--- src/rtl/fti_pkg.sv ---
// Shared definitions for the float-to-integer colour converter: IEEE-754
// single-precision field layout, bias, channel count and value classes.
package fti_pkg;

    localparam int SIGN_W   = 1;
    localparam int EXP_W    = 8;
    localparam int MANT_W   = 23;
    localparam int FLOAT_W  = SIGN_W + EXP_W + MANT_W;
    localparam int EXP_BIAS = 127;
    localparam int NUM_CH   = 3;

    typedef enum logic [2:0] {
        FT_ZERO,
        FT_NORM,
        FT_NEG,
        FT_NAN,
        FT_INF
    } fti_class_e;

endpackage

--- src/rtl/fti_channel.sv ---
// One channel of the float-to-integer datapath: S1 unpack/classify, S2
// shift/round/saturate. SAT_FLAG support is built only with FTI_SAT_FLAG_EN.
module fti_channel
    import fti_pkg::*;
#(
    parameter int OUT_W = 8
) (
    input  logic               clk,
    input  logic               rst_n,
    input  logic               en1,
    input  logic               en2,
    input  logic [FLOAT_W-1:0] din,
    output logic [OUT_W-1:0]   dout
`ifdef FTI_SAT_FLAG_EN
    ,
    output logic               sat
`endif
);

    localparam logic [25:0]      MAX_VAL = 26'((1 << OUT_W) - 1);
    localparam logic [OUT_W-1:0] OUT_MAX = '1;

    logic              sign;
    logic [EXP_W-1:0]  exp_f;
    logic [MANT_W-1:0] mant_f;
    fti_class_e        cls_d;
    logic signed [9:0] e_d;

    fti_class_e        s1_cls;
    logic signed [9:0] s1_e;
    logic [MANT_W-1:0] s1_mant;

    assign {sign, exp_f, mant_f} = din;
    assign e_d = $signed({2'b00, exp_f}) - $signed(10'(EXP_BIAS));

    // -0 is treated as plain zero so it is not reported as clamped.
    always_comb begin
        if (exp_f == '1 && mant_f != '0)
            cls_d = FT_NAN;
        else if (sign)
            cls_d = ({exp_f, mant_f} == '0) ? FT_ZERO : FT_NEG;
        else if (exp_f == '1)
            cls_d = FT_INF;
        else if (exp_f == '0)
            cls_d = FT_ZERO;
        else
            cls_d = FT_NORM;
    end

    always_ff @(posedge clk or negedge rst_n) begin
        if (!rst_n) begin
            s1_cls  <= FT_ZERO;
            s1_e    <= '0;
            s1_mant <= '0;
        end else if (en1) begin
            s1_cls  <= cls_d;
            s1_e    <= e_d;
            s1_mant <= mant_f;
        end
    end

    logic signed [9:0] shamt;
    logic [24:0]       shifted;
    logic [25:0]       rounded;
    logic              in_range;
    logic              upper_sat;
    logic [OUT_W-1:0]  dout_d;

    // Keeping one extra fraction bit below the integer lets half-up rounding
    // be a single add-one-then-halve; e = -1 falls out as 0.5..1 -> 1.
    assign shamt     = $signed(10'(MANT_W)) - s1_e;
    assign shifted   = {1'b1, s1_mant, 1'b0} >> $unsigned(shamt);
    assign rounded   = ({1'b0, shifted} + 26'd1) >> 1;
    assign in_range  = (s1_e >= -10'sd1) && (s1_e < $signed(10'(OUT_W)));
    assign upper_sat = (s1_cls == FT_NORM) &&
                       ((s1_e >= $signed(10'(OUT_W))) || (in_range && (rounded > MAX_VAL)));

    always_comb begin
        dout_d = '0;
        if (s1_cls == FT_INF || upper_sat)
            dout_d = OUT_MAX;
        else if (s1_cls == FT_NORM && in_range)
            dout_d = rounded[OUT_W-1:0];
    end

    always_ff @(posedge clk or negedge rst_n) begin
        if (!rst_n)
            dout <= '0;
        else if (en2)
            dout <= dout_d;
    end

`ifdef FTI_SAT_FLAG_EN
    logic sat_d;

    assign sat_d = (s1_cls == FT_NAN) || (s1_cls == FT_INF) || (s1_cls == FT_NEG) || upper_sat;

    always_ff @(posedge clk or negedge rst_n) begin
        if (!rst_n)
            sat <= 1'b0;
        else if (en2)
            sat <= sat_d;
    end
`endif

endmodule

--- src/rtl/converter_fti_block.sv ---
// RGB float-to-unsigned-integer converter, 2-stage valid/ready pipeline.
// Define FTI_SAT_FLAG_EN to add the per-channel SAT_FLAG output.
module converter_fti_block
    import fti_pkg::*;
#(
    parameter int OUT_W = 8
) (
    input  logic               CLK,
    input  logic               CLEAR,
    input  logic [FLOAT_W-1:0] Red_In,
    input  logic [FLOAT_W-1:0] Green_In,
    input  logic [FLOAT_W-1:0] Blue_In,
    input  logic               ENABLE_IN,
    output logic               READY_IN,
    output logic [OUT_W-1:0]   Red_Out,
    output logic [OUT_W-1:0]   Green_Out,
    output logic [OUT_W-1:0]   Blue_Out,
    output logic               ENABLE_OUT,
    input  logic               READY_OUT
`ifdef FTI_SAT_FLAG_EN
    ,
    output logic [NUM_CH-1:0]  SAT_FLAG
`endif
);

    logic v1, v2;
    logic adv1, adv2;
    logic load1, load2;

    assign adv2       = !v2 || READY_OUT;
    assign adv1       = !v1 || adv2;
    assign READY_IN   = adv1;
    assign ENABLE_OUT = v2;

    // Data registers only capture real transfers; bubbles leave them untouched.
    assign load1 = adv1 && ENABLE_IN;
    assign load2 = adv2 && v1;

    always_ff @(posedge CLK or negedge CLEAR) begin
        if (!CLEAR) begin
            v1 <= 1'b0;
            v2 <= 1'b0;
        end else begin
            if (adv1) v1 <= ENABLE_IN;
            if (adv2) v2 <= v1;
        end
    end

    logic [FLOAT_W-1:0] ch_in  [NUM_CH];
    logic [OUT_W-1:0]   ch_out [NUM_CH];

    assign ch_in[0]  = Red_In;
    assign ch_in[1]  = Green_In;
    assign ch_in[2]  = Blue_In;
    assign Red_Out   = ch_out[0];
    assign Green_Out = ch_out[1];
    assign Blue_Out  = ch_out[2];

    for (genvar i = 0; i < NUM_CH; i++) begin : g_ch
        fti_channel #(
            .OUT_W (OUT_W)
        ) u_ch (
            .clk   (CLK),
            .rst_n (CLEAR),
            .en1   (load1),
            .en2   (load2),
            .din   (ch_in[i]),
            .dout  (ch_out[i])
`ifdef FTI_SAT_FLAG_EN
            ,
            .sat   (SAT_FLAG[NUM_CH-1-i])
`endif
        );
    end

endmodule

--- config.mk ---
export PLATFORM = sky130hd
export DESIGN_NAME = converter_fti_block
export DESIGN_NICKNAME = d
export VERILOG_FILES = /design/src/rtl/fti_pkg.sv /design/src/rtl/fti_channel.sv /design/src/rtl/converter_fti_block.sv
export SDC_FILE = /design/constraint.sdc
export NUM_CORES = 1
export LEC_CHECK = 0
export BUFFER_PORTS_ARGS = -buffer_cell sky130_fd_sc_hd__buf_4
export CAP_MARGIN = 30
export CORE_MARGIN = 5
export CORE_UTILIZATION = 55
export CTS_CLUSTER_SIZE = 10
export DETAILED_ROUTE_END_ITERATION = 8
export HOLD_SLACK_MARGIN = 0.05
export PLACE_DENSITY = 0.71
export SLEW_MARGIN = 10
export SYNTH_ARGS = -nofsm -noshare
export SYNTH_HDL_FRONTEND = slang
export SYNTH_SLANG_ARGS = --single-unit
export TNS_END_PERCENT = 1
--- constraint.sdc ---
create_clock -name CLK -period 6.6 [get_ports CLK]
set_input_delay 1.32 -clock CLK [delete_from_list [all_inputs] [get_ports CLK]]
set_output_delay 1.32 -clock CLK [all_outputs]
set_load 0.02 [all_outputs]
# Word level (Yosys, flattened, before mapping)
# Index checks and enable logic that the tools add are counted.
# totals
reg_bits,134
in_bits,100
output_inout_bits,26
word_cells,104
# classes
addsub,9
order_cmp,12
n_eq_ne,9
shifts,3
n_mux,21
reduce_logical,36
# ops
cell,n
$logic_not 31->1,3
$add 25x1->26 const B,3
$gt 25x8->1 const B,3
$shr 25x10->25,3
$reduce_bool 23->1,3
$mux 8,6
$ge 10x1->1 const B,3
$ge 10x5->1 const B,3
$lt 10x5->1 const B,3
$sub 6x10->10 const A,3
$mux 3,9
$sub 8x7->9 const B,3
$eq 8x8->1 const B,3
$logic_not 8->1,3
$logic_and 1x1->1,17
$eq 3x1->1 const B,3
$eq 3x3->1 const B,3
$logic_or 1x1->1,8
$mux 2,3
$mux 1,3
$logic_not 1->1,2

# Depth between registers and ports, before layout
# Gate-level depths: netlist of the first run.
# depth
depth_word,9
ltp_mapped,17
depth_no_buf,16

# Modules after synthesis
# Synthesis of the first run repeated with hierarchy kept, for this count alone.
# unflattened
hier_cells,1520
area_unflattened_um2,13793.2
# by_module_without_submodules
mod,instances,cells_each,area_each_um2,seq_area_each_um2
fti_channel,3,504,4563.1,1076.0
converter_fti_block,1,8,103.8,50.0

# Worst setup path after synthesis of the first run
# OpenSTA, ideal clock, no wires.
# synth_path
path_type,reg-to-reg
startpoint,register g_ch[1].u_ch.s1_e[4]
endpoint,register g_ch[1].u_ch.dout[1]
setup_ns,0.123
t_arrival_ns,3.774
required_ns,6.477
setup_slack_ns,2.703
path_stages_with_launch,13
path_buffers,0
period_less_slack_ns,3.897
path_cell_list,dfrtp_1 > ha_1 > xor2_1 > o32a_4 > or4b_4 > a2111oi_4 > nand4_2 > or4_1 > a21oi_1 > a21oi_1 > nor4_2 > nand3_2 > o221a_1
# synth_via
elab_chain_len,9
word_cells_on_any_way,15
cone_classes,add/sub: 2; order compare: 4; shift: 1; mux: 2; reduce/logical: 6
# synth_lines
element,line,source
from (decl),fti_channel.sv:30,logic signed [9:0] s1_e;
from (signal assigned),fti_channel.sv:53,s1_e <= '0;
from (signal assigned),fti_channel.sv:57,s1_e <= e_d;
$sub 6x10->10,fti_channel.sv:71,assign shamt = $signed(10'(MANT_W)) - s1_e;
$shr 25x10->25,fti_channel.sv:72,"assign shifted = {1'b1, s1_mant, 1'b0} >> $unsigned(shamt);"
$add 25x1->26,fti_channel.sv:73,"assign rounded = ({1'b0, shifted} + 26'd1) >> 1;"
$gt 25x8->1,fti_channel.sv:76,((s1_e >= $signed(10'(OUT_W))) || (in_range && (rounded > MAX_VAL)));
$logic_and 1x1->1,fti_channel.sv:76,
$logic_or 1x1->1,fti_channel.sv:76,
$logic_and 1x1->1,fti_channel.sv:75,assign upper_sat = (s1_cls == FT_NORM) &&
$logic_or 1x1->1,fti_channel.sv:80,if (s1_cls == FT_INF || upper_sat)
$mux 8 *,fti_channel.sv:80,
to (signal assigned),fti_channel.sv:90,dout <= dout_d;
to (decl),fti_channel.sv:13,output logic [OUT_W-1:0] dout
# Every way passes the cells marked *; elsewhere a longest branch is shown, timed or not.
# A chain may end at the register's enable or synchronous reset.

# Final worst setup path of the first run
# layout_path
startpoint,register g_ch[0].u_ch.s1_e[3]
endpoint,register g_ch[0].u_ch.dout[3]
# layout_via
elab_chain_len,9
word_cells_on_any_way,15
cone_classes,add/sub: 2; order compare: 4; shift: 1; mux: 2; reduce/logical: 6
# layout_lines
element,line
from (decl),fti_channel.sv:30
from (signal assigned),fti_channel.sv:53
from (signal assigned),fti_channel.sv:57
$sub 6x10->10,fti_channel.sv:71
$shr 25x10->25,fti_channel.sv:72
$add 25x1->26,fti_channel.sv:73
$gt 25x8->1,fti_channel.sv:76
$logic_and 1x1->1,fti_channel.sv:76
$logic_or 1x1->1,fti_channel.sv:76
$logic_and 1x1->1,fti_channel.sv:75
$logic_or 1x1->1,fti_channel.sv:80
$mux 8 *,fti_channel.sv:80
to (signal assigned),fti_channel.sv:90
to (decl),fti_channel.sv:13
# Marked as above.

==> impl_metrics.ini, run 1 <==
[run_status]
status = completed

[logic_synthesis]
synth_cells = 1440
synth_seq_cells = 131
ys_warn_count = 0
synth_seq_area_share = 0.256
synth-main-ff-cell = dfrtp_1
synth_area_per_cell_sq_um = 8.90
synth_area_leaders = dfrtp_1 26%, mux2_2 11%, mux4_2 7.7%
yosysTopAreaCellShare = 0.256
synthArstFlopShare = 1.00
synth_edf_count = 0
synthesis.area_sq_um = 12800
synth_top_area_cell = dfrtp_1
ys_types = 98
synth_nets = 1555

[critical_path]
cp-start-kind = flip-flop
end_kind = flip-flop
crit_fanout = 26
worstSetupPathType = reg2reg
cp.required_ns = 6.94
arrival_ns = 5.11

[die]
core_area_sq_um = 22800
die_w_microns = 163
pin_count = 126
initial_core_util = 0.563
die_area_sq_um = 26500
fp.dieH_microns = 163
row_count = 55

[sta]
worstMarginPinSlew_ns = 0.977
slew_headroom = 0.349
final-hold-violation-count = 0
fin_crit_ns = 4.77
fmax_mhz = 210
slew_violations = 0
clock_skew_ns = 0.0176
fin_crit_sh = 0.723
hold_ws_ns = 0.514
rsz0062_at_grt = no
finalSetupViolCount = 0
setup-tns-final_ns = 0

[clocking]
cts_resized = 0
cts_buffers = 17
post_cts_buffers = 0
cts_num_sinks = 131
cts.clk_slew.worst_paths_ns = 0.08
cts_buffer_depth = 2
clk_latency_ns = 0.45
cts_tree = done
htree_levels = 4
cts-root-buf = clkbuf_16
ctsHoldBuffers = 0

[global_route]
grt_max_degree = 88
grt_pass1_wl_microns = 63800
track_usage = 0.298
antenna_found_initial = 0
grt_pass1_vias = 11400
grt_overflow = 0

[routing]
vias_per_cell = 6.65
post-route-drc-count = 0
dr.pass1.iters = 8
first_iter_violations = 1402
finalWirelength_microns = 39800
antenna_left = 0
dr_total_vias = 12200
wire_per_inst_microns = 21.7

[final_layout]
final_common_cell = nand2_1
area_growth_pct = 12.9
mostFrequentLayoutCells = 141 x nand2_1, 135 x buf_4, 129 x dfrtp_1, 124 x mux2_2, 103 x nor2_1
diodes = 0
drive_above_1_share = 0.252
final_nets = 1620
final_core_util = 0.635

[place]
gp_congestion = 1.01
place_hpwl_microns = 30200
port_buffers = 125

[worst_hold_path]
hold_class = reg2reg

[pwr]
p_leak_nw = 5.64
vdd_ir_drop_max_uv = 159
power.total_w = 0.00381
powerDensity_nw_per_um2 = 263

[flow_run]
maxCapViolCount = 0
==> layout make-up <==
cell class	count	area (sq um)
fillers	1953	8310
clock inverters	15	160
flip-flops and latches	131	3280
inverters	27	101
repair buffers	141	1110
multi-input cells	1187	9000
well taps	313	392
clock buffers	17	425
==> power breakdown <==
part,switching (W),internal [W]
logic,0.000985,0.000742
registers,0.000189,0.000926
clock network,0.000460,0.000506
==> synthesized netlist by cell type, drive strengths merged (26+ instances only) <==
| master | n |
|---|---|
| xnor2 | 33 |
| xor2 | 30 |
| nand4 | 28 |
| nor3 | 55 |
| a21oi | 51 |
| mux4 | 46 |
| mux2i | 62 |
| clkbuf | 56 |
| nor2 | 103 |
| dfrtp | 131 |
| inv | 26 |
| nor4 | 41 |
| o21ai | 63 |
| nand3 | 57 |
| nand2 | 142 |
| buf | 38 |
| mux2 | 124 |
==> critical path, cell delays in order (launching register included) <==
cell and delay, ns:
dfrtp_1 0.44, buf_4 0.31, ha_1 0.35, xor2_1 0.10
o22ai_1 0.38, nand2_1 0.36, o31ai_1 0.56, nand3_1 0.19
nor4_1 0.54, nand4_1 0.25, mux2i_1 0.17, nor4_1 0.36
a31oi_1 0.35, o22a_1 0.27
==> layer usage <==
layer	track usage	routed length, microns
met1	0.408	16700
met2	0.496	19400
met3	0.0400	2730
met4	0.0892	1040
met5	0	0
==> registers in the layout, indices dropped and copies added, names as in the netlist <==
signal	count
g_ch.u_ch.s1_cls	9
v1	1
g_ch.u_ch.dout	24
g_ch.u_ch.s1_mant	69
ENABLE_OUT	1
g_ch.u_ch.s1_e	27
==> metrics by stage <==
stage | area [sq um] | cells | worst slack [ns]
after floorplan | 12800 | 1440 | 2.70
after global placement | 13800 | 1794 | 1.84
after detailed placement | 13800 | 1794 | 1.82
after CTS | 14400 | 1826 | 1.76
after global routing | 14500 | 1831 | 1.29
final | 14500 | 1831 | 1.83
==> path summary, 6_finish.rpt <==
check | slack, ns | cells past startpoint | startpoint | to
max | 1.83 | 13 | g_ch[0].u_ch.s1_e[3] | g_ch[0].u_ch.dout[3]
min | 0.51 | 1 | v1 | ENABLE_OUT
max reg2reg | 1.83 | 13 | g_ch[0].u_ch.s1_e[3] | g_ch[0].u_ch.dout[3]
min reg2reg | 0.51 | 1 | v1 | ENABLE_OUT
max in group asynchronous | 4.60 | 2 | CLEAR | g_ch[1].u_ch.s1_mant[13]
min in group asynchronous | 0.87 | 1 | CLEAR | g_ch[2].u_ch.dout[6]
==> kinds of logic after synthesis <==
| group | Yosys count | share of synthesized area |
|---|---|---|
| AND/OR/NAND/NOR | 569 | 0.231 |
| AO/OA/AOI/OAI | 308 | 0.174 |
| multiplexers | 232 | 0.239 |
| flip-flops | 131 | 0.256 |
| buffers and inverters | 122 | 0.0431 |
| XOR/XNOR | 63 | 0.0430 |
| adder cells (fa/ha/maj) | 15 | 0.0146 |
Note: power is estimated with default switching activity, not from simulation.
==> run 2: changes to the inputs <==
==> constraint.sdc (replaced) <==
create_clock -name CLK -period 4.94 [get_ports CLK]
set_input_delay 0.988 -clock CLK [delete_from_list [all_inputs] [get_ports CLK]]
set_output_delay 0.988 -clock CLK [all_outputs]
set_load 0.02 [all_outputs]
==> impl_metrics.ini, run 2 (synthesis gave the netlist of run 1 again) <==
[run_status]
status = completed

[final_layout]
mostFrequentLayoutCells = 157 x buf_4, 141 x nand2_1, 129 x dfrtp_1, 124 x mux2_2, 103 x nor2_1
final_nets = 1639
fill_cells = 1985
largest_register = g_ch.u_ch.s1_mant
multi_input_area_sq_um = 9000
largest_reg_flops = 69
drive_above_1_share = 0.262
top_regs = g_ch.u_ch.s1_mant: 69 flops, g_ch.u_ch.s1_e: 27 flops, g_ch.u_ch.dout: 24 flops
final_core_util = 0.642
final-seq-area_sq_um = 3280
diodes = 0
area_growth_pct = 14.1
final_common_cell = buf_4
finalInstanceArea_sq_um = 14600

[routing]
post-route-drc-count = 0
antenna_left = 0
dr_total_vias = 12300
vias_per_cell = 6.64
finalWirelength_microns = 39900
dr.pass1.iters = 6
first_iter_violations = 1307
wire_per_inst_microns = 21.5

[sta]
fmax_mhz = 227
finalSetupViolCount = 0
worstMarginPinSlew_ns = 1.12
fin_crit_sh = 0.892
hold_ws_ns = 0.511
setup-tns-final_ns = 0
rsz0062_at_grt = no
fin_crit_ns = 4.41
final-hold-violation-count = 0
slew_headroom = 0.253
slew_violations = 0
clock_skew_ns = 0.0139

[critical_path]
startpoint = g_ch[1].u_ch.s1_e[3]
reg2reg_depth = 13
cp-start-kind = flip-flop
reg2reg_slack_ns = 0.53
cp_slowest_cell = nor4_1
arrival_ns = 4.71
worstSetupPathType = reg2reg
end_kind = flip-flop
crit_path_end = g_ch[1].u_ch.dout[6]
critPathMaxStageDelay_ns = 0.58
cp.required_ns = 5.24
crit_fanout = 10
crit_path_cell_trace = buf_4 > ha_1 > nor3_1 > nand3_4 > o221ai_1 > ha_1 > nand2_1 > nor4_1 > a21oi_1 > nand4b_1 > nor4_2 > nand3_2 > o221a_1
r2r-start = g_ch[1].u_ch.s1_e[3]
worst_r2r_endpoint = g_ch[1].u_ch.dout[6]
cp_common_cell = ha_1

[clocking]
ctsHoldBuffers = 0
cts_tree = done
cts_resized = 0
clk_latency_ns = 0.43
cts_buffer_depth = 2
cts.clk_slew.worst_paths_ns = 0.07
cts_num_sinks = 131
cts_buffers = 17
post_cts_buffers = 0
cts-root-buf = clkbuf_16
htree_levels = 4

[pwr]
vdd_ir_drop_max_uv = 287
p_leak_nw = 5.73
powerDensity_nw_per_um2 = 357

[die]
core_area_sq_um = 22800
die_area_sq_um = 26500
pin_count = 126
die_w_microns = 163
row_count = 55
initial_core_util = 0.563
fp.dieH_microns = 163

[place]
place_hpwl_microns = 30700
port_buffers = 125
gp_congestion = 1.00
placed_area_sq_um = 14000

[global_route]
grt_overflow = 0
track_usage = 0.296
use_met2 = 0.490
grt_pass1_wl_microns = 63400
met3_usage = 0.0428
antenna_found_initial = 0
busiest_layer = met2
grtUsageMet1 = 0.403
grt_max_degree = 64
grt_pass1_vias = 11600

[worst_hold_path]
hold_class = reg2reg

[flow_run]
maxCapViolCount = 0
[run 2: final cells by class]
class / instances / area share
clock buffers: 17 / 0.0291
clock inverters: 15 / 0.0139
inverters: 27 / 0.00693
multi-input cells: 1187 / 0.615
flip-flops and latches: 131 / 0.224
well taps: 313 / 0.0268
repair buffers: 160 / 0.0841
[run 2: worst min-delay path by stage]
| stage | cells past startpoint | to | slack (ns) | from |
|---|---|---|---|---|
| global route | 1 | g_ch[1].u_ch.s1_mant[0] | 0.52 | g_ch[1].u_ch.s1_mant[0] |
| global placement | 1 | ENABLE_OUT | 0.49 | v1 |
| finish | 2 | g_ch[0].u_ch.s1_cls[1] | 0.51 | g_ch[0].u_ch.s1_cls[1] |
| CTS | 2 | g_ch[1].u_ch.s1_cls[1] | 0.51 | g_ch[1].u_ch.s1_cls[1] |
| floorplan | 2 | g_ch[1].u_ch.s1_cls[1] | 0.47 | g_ch[1].u_ch.s1_cls[1] |
| detailed placement | 2 | g_ch[1].u_ch.s1_cls[1] | 0.50 | g_ch[1].u_ch.s1_cls[1] |
[run 2: critical path: cells and delay by family, from the launching register on]
family	cells	cell delay [ns]
AND/OR/NAND/NOR	7	1.99
flip-flops	1	0.47
AO/OA/AOI/OAI	3	0.84
buffers and inverters	1	0.20
adder cells (fa/ha/maj)	2	0.77
[run 2: metal layers]
metal  part of all wire  up-vias
met5                  0        -
met4              0.030        0
met3              0.060      101
met2               0.48      540
met1               0.43     5949
li1                   -     5694
[run 2: metrics by stage]
stage	setup WS [ns]	power [W]	std cells
2_1_floorplan	1.04	0.00309	1440
3_3_place_gp	0.609	0.00377	1817
3_5_place_dp	0.611	0.00380	1818
4_1_cts	0.574	0.00518	1850
5_1_grt	0.212	0.00547	1850
6_report	0.533	0.00522	1850
[run 2: report_power, final]
group          internal, W  switching [W]  total [W]
sequential         0.00124       0.000285    0.00152
combinational      0.00102        0.00130    0.00232
clock             0.000782       0.000596    0.00138
==> run 3: changes to the inputs <==
--- a/config.mk
+++ b/config.mk
@@ -11,8 +11,9 @@
 export CORE_UTILIZATION = 55
 export CTS_CLUSTER_SIZE = 10
 export DETAILED_ROUTE_END_ITERATION = 8
+export GPL_TIMING_DRIVEN = 0
 export HOLD_SLACK_MARGIN = 0.05
-export PLACE_DENSITY = 0.71
+export PLACE_DENSITY = 0.87
 export SLEW_MARGIN = 10
 export SYNTH_ARGS = -nofsm -noshare
 export SYNTH_HDL_FRONTEND = slang
==> impl_metrics.ini, run 3 (synthesis gave the netlist of run 1 again) <==
[critical_path]
reg2reg_depth = 14
crit_path_end = g_ch[2].u_ch.dout[2]
r2r-start = g_ch[2].u_ch.s1_e[4]
cp-start-kind = flip-flop
startpoint = g_ch[2].u_ch.s1_e[4]
worstSetupPathType = reg2reg
critPathMaxStageDelay_ns = 0.62
cp.required_ns = 5.24
end_kind = flip-flop
crit_path_cell_trace = inv_1 > ha_1 > clkbuf_1 > nor2_1 > nand2_1 > a2111oi_1 > o31ai_1 > nor3_2 > nand3_1 > or4b_1 > mux2_2 > o32ai_1 > o31ai_4 > nand2_1
cp_common_cell = nand2_1
worst_r2r_endpoint = g_ch[2].u_ch.dout[2]
arrival_ns = 5.08
reg2reg_slack_ns = 0.16
crit_fanout = 10
cp_slowest_cell = or4b_1

[sta]
fin_crit_sh = 0.968
finalSetupViolCount = 0
setup-tns-final_ns = 0
slew_headroom = 0.344
fmax_mhz = 209
final-hold-violation-count = 0
slew_violations = 0
fin_crit_ns = 4.78
rsz0062_at_grt = no
clock_skew_ns = 0.0157
worstMarginPinSlew_ns = 0.985
layout_setup_ws_ns = 0.157

[global_route]
grt_max_degree = 93
antenna_found_initial = 0
grt_pass1_vias = 12400
track_usage = 0.324
grt_overflow = 0
grt_pass1_wl_microns = 68700

[pwr]
p_sw_frac = 0.434
seqPwrFrac = 0.272
p_sw_w = 0.00229
vdd_ir_drop_max_uv = 235
p_leak_nw = 5.78
pwr-share-comb = 0.476
p_clk_frac = 0.252
power.internal_w = 0.00299
powerDensity_nw_per_um2 = 357

[final_layout]
fill_cells = 1858
mostFrequentLayoutCells = 142 x nand2_1, 131 x dfrtp_1, 126 x buf_4, 124 x mux2_2, 103 x nor2_1
final_nets = 1701
diodes = 0
final_core_util = 0.650
largest_reg_flops = 69
fin_cells = 1912
multi_input_area_sq_um = 9010
area_growth_pct = 15.6
drive_above_1_share = 0.250
top_regs = g_ch.u_ch.s1_mant: 69 flops, g_ch.u_ch.s1_e: 27 flops, g_ch.u_ch.dout: 24 flops
final_common_cell = nand2_1
final-seq-area_sq_um = 3280
largest_register = g_ch.u_ch.s1_mant

[clocking]
cts_tree = done
ctsHoldBuffers = 0
post_cts_buffers = 0
cts_num_sinks = 131
cts.clk_slew.worst_paths_ns = 0.08
cts_buffers = 17
cts-root-buf = clkbuf_16
htree_levels = 4
cts_buffer_depth = 2
clk_latency_ns = 0.44

[place]
gp_congestion = 1.07
port_buffers = 125
dpl.cell_count = 1880
pre_cts_slack_ns = 0.171
place_hpwl_microns = 33700

[routing]
finalWirelength_microns = 43900
wire_per_inst_microns = 23.0
vias_per_cell = 6.88
dr_total_vias = 13200
dr.pass1.iters = 7
first_iter_violations = 1651
antenna_left = 0
post-route-drc-count = 0

[die]
row_count = 55
core_area_sq_um = 22800
pin_count = 126
die_area_sq_um = 26500
fp.dieH_microns = 163
die_w_microns = 163
initial_core_util = 0.563

[flow_run]
maxCapViolCount = 0

[worst_hold_path]
hold_class = in2async

[run_status]
status = completed
-- run 3: cell count changes in the layout (fill, tap and decap cells not counted), moves of 4 or more --
cell and delta:
buf_6 +4, clkbuf_1 +53, inv_8 -5, inv_6 +4
buf_4 -31, buf_1 +9, buf_2 +24
-- run 3: worst min-delay path by stage --
stage                                        from                 endpoint  slack [ns]
final                                       CLEAR  g_ch[2].u_ch.s1_mant[7]        0.45
after detailed placement  g_ch[0].u_ch.s1_mant[0]  g_ch[0].u_ch.s1_mant[0]        0.50
after floorplan            g_ch[1].u_ch.s1_cls[1]   g_ch[1].u_ch.s1_cls[1]        0.47
after CTS                                   CLEAR  g_ch[2].u_ch.s1_mant[7]        0.46
after global routing                        CLEAR  g_ch[2].u_ch.s1_mant[7]        0.48
after global placement    g_ch[0].u_ch.s1_mant[0]  g_ch[0].u_ch.s1_mant[0]        0.49
-- run 3: metrics by stage --
| step | cell area [sq um] | hold WS, ns | total power (W) |
|---|---|---|---|
| finish | 14800 | 0.451 | 0.00529 |
| global route | 14800 | 0.482 | 0.00552 |
| CTS | 14800 | 0.460 | 0.00520 |
| detailed placement | 14200 | 0.496 | 0.00387 |
| global placement | 14200 | 0.485 | 0.00383 |
| floorplan | 12800 | 0.467 | 0.00309 |
-- run 3: power groups by stage --
stage	sequential (W)	combinational [W]	clock, W
6_report	0.00144	0.00252	0.00133
5_1_grt	0.00146	0.00267	0.00138
4_1_cts	0.00143	0.00244	0.00133
3_5_place_dp	0.00145	0.00242	0
3_3_place_gp	0.00144	0.00240	0
2_1_floorplan	0.00143	0.00166	0
-- run 3: final cells by class --
class,instances,area share
Buffer,95,0.0305
Clock buffer,17,0.0287
Clock inverter,15,0.0124
Inverter,27,0.00684
Multi-Input combinational cell,1187,0.608
Sequential cell,131,0.221
Tap cell,313,0.0264
Timing Repair Buffer,127,0.0657
-- run 3: layer usage --
| metal | GRT usage | vias up | wire length (microns) |
|---|---|---|---|
| met2 | 0.500 | 802 | 19800 |
| li1 | - | 5815 | - |
| met3 | 0.0724 | 145 | 4320 |
| met5 | 0 | - | 0 |
| met1 | 0.455 | 6392 | 18300 |
| met4 | 0.107 | 0 | 1510 |
-- run 3: repair_timing --
action                                  4_1_cts  5_1_grt
resized for setup                             0        4
endpoints found under the setup margin        0       16
hold endpoints to repair                      0        0
-- run 3: worst max-delay path, delay by kind of cell (launching register included) --
family	cells	cell delay (ns)
adders and majority gates	1	0.28
and+or+nand+nor	6	1.91
muxes	1	0.25
DFF	1	0.46
buffers and inverters	2	0.39
AOI/OAI and AO/OA	4	1.36
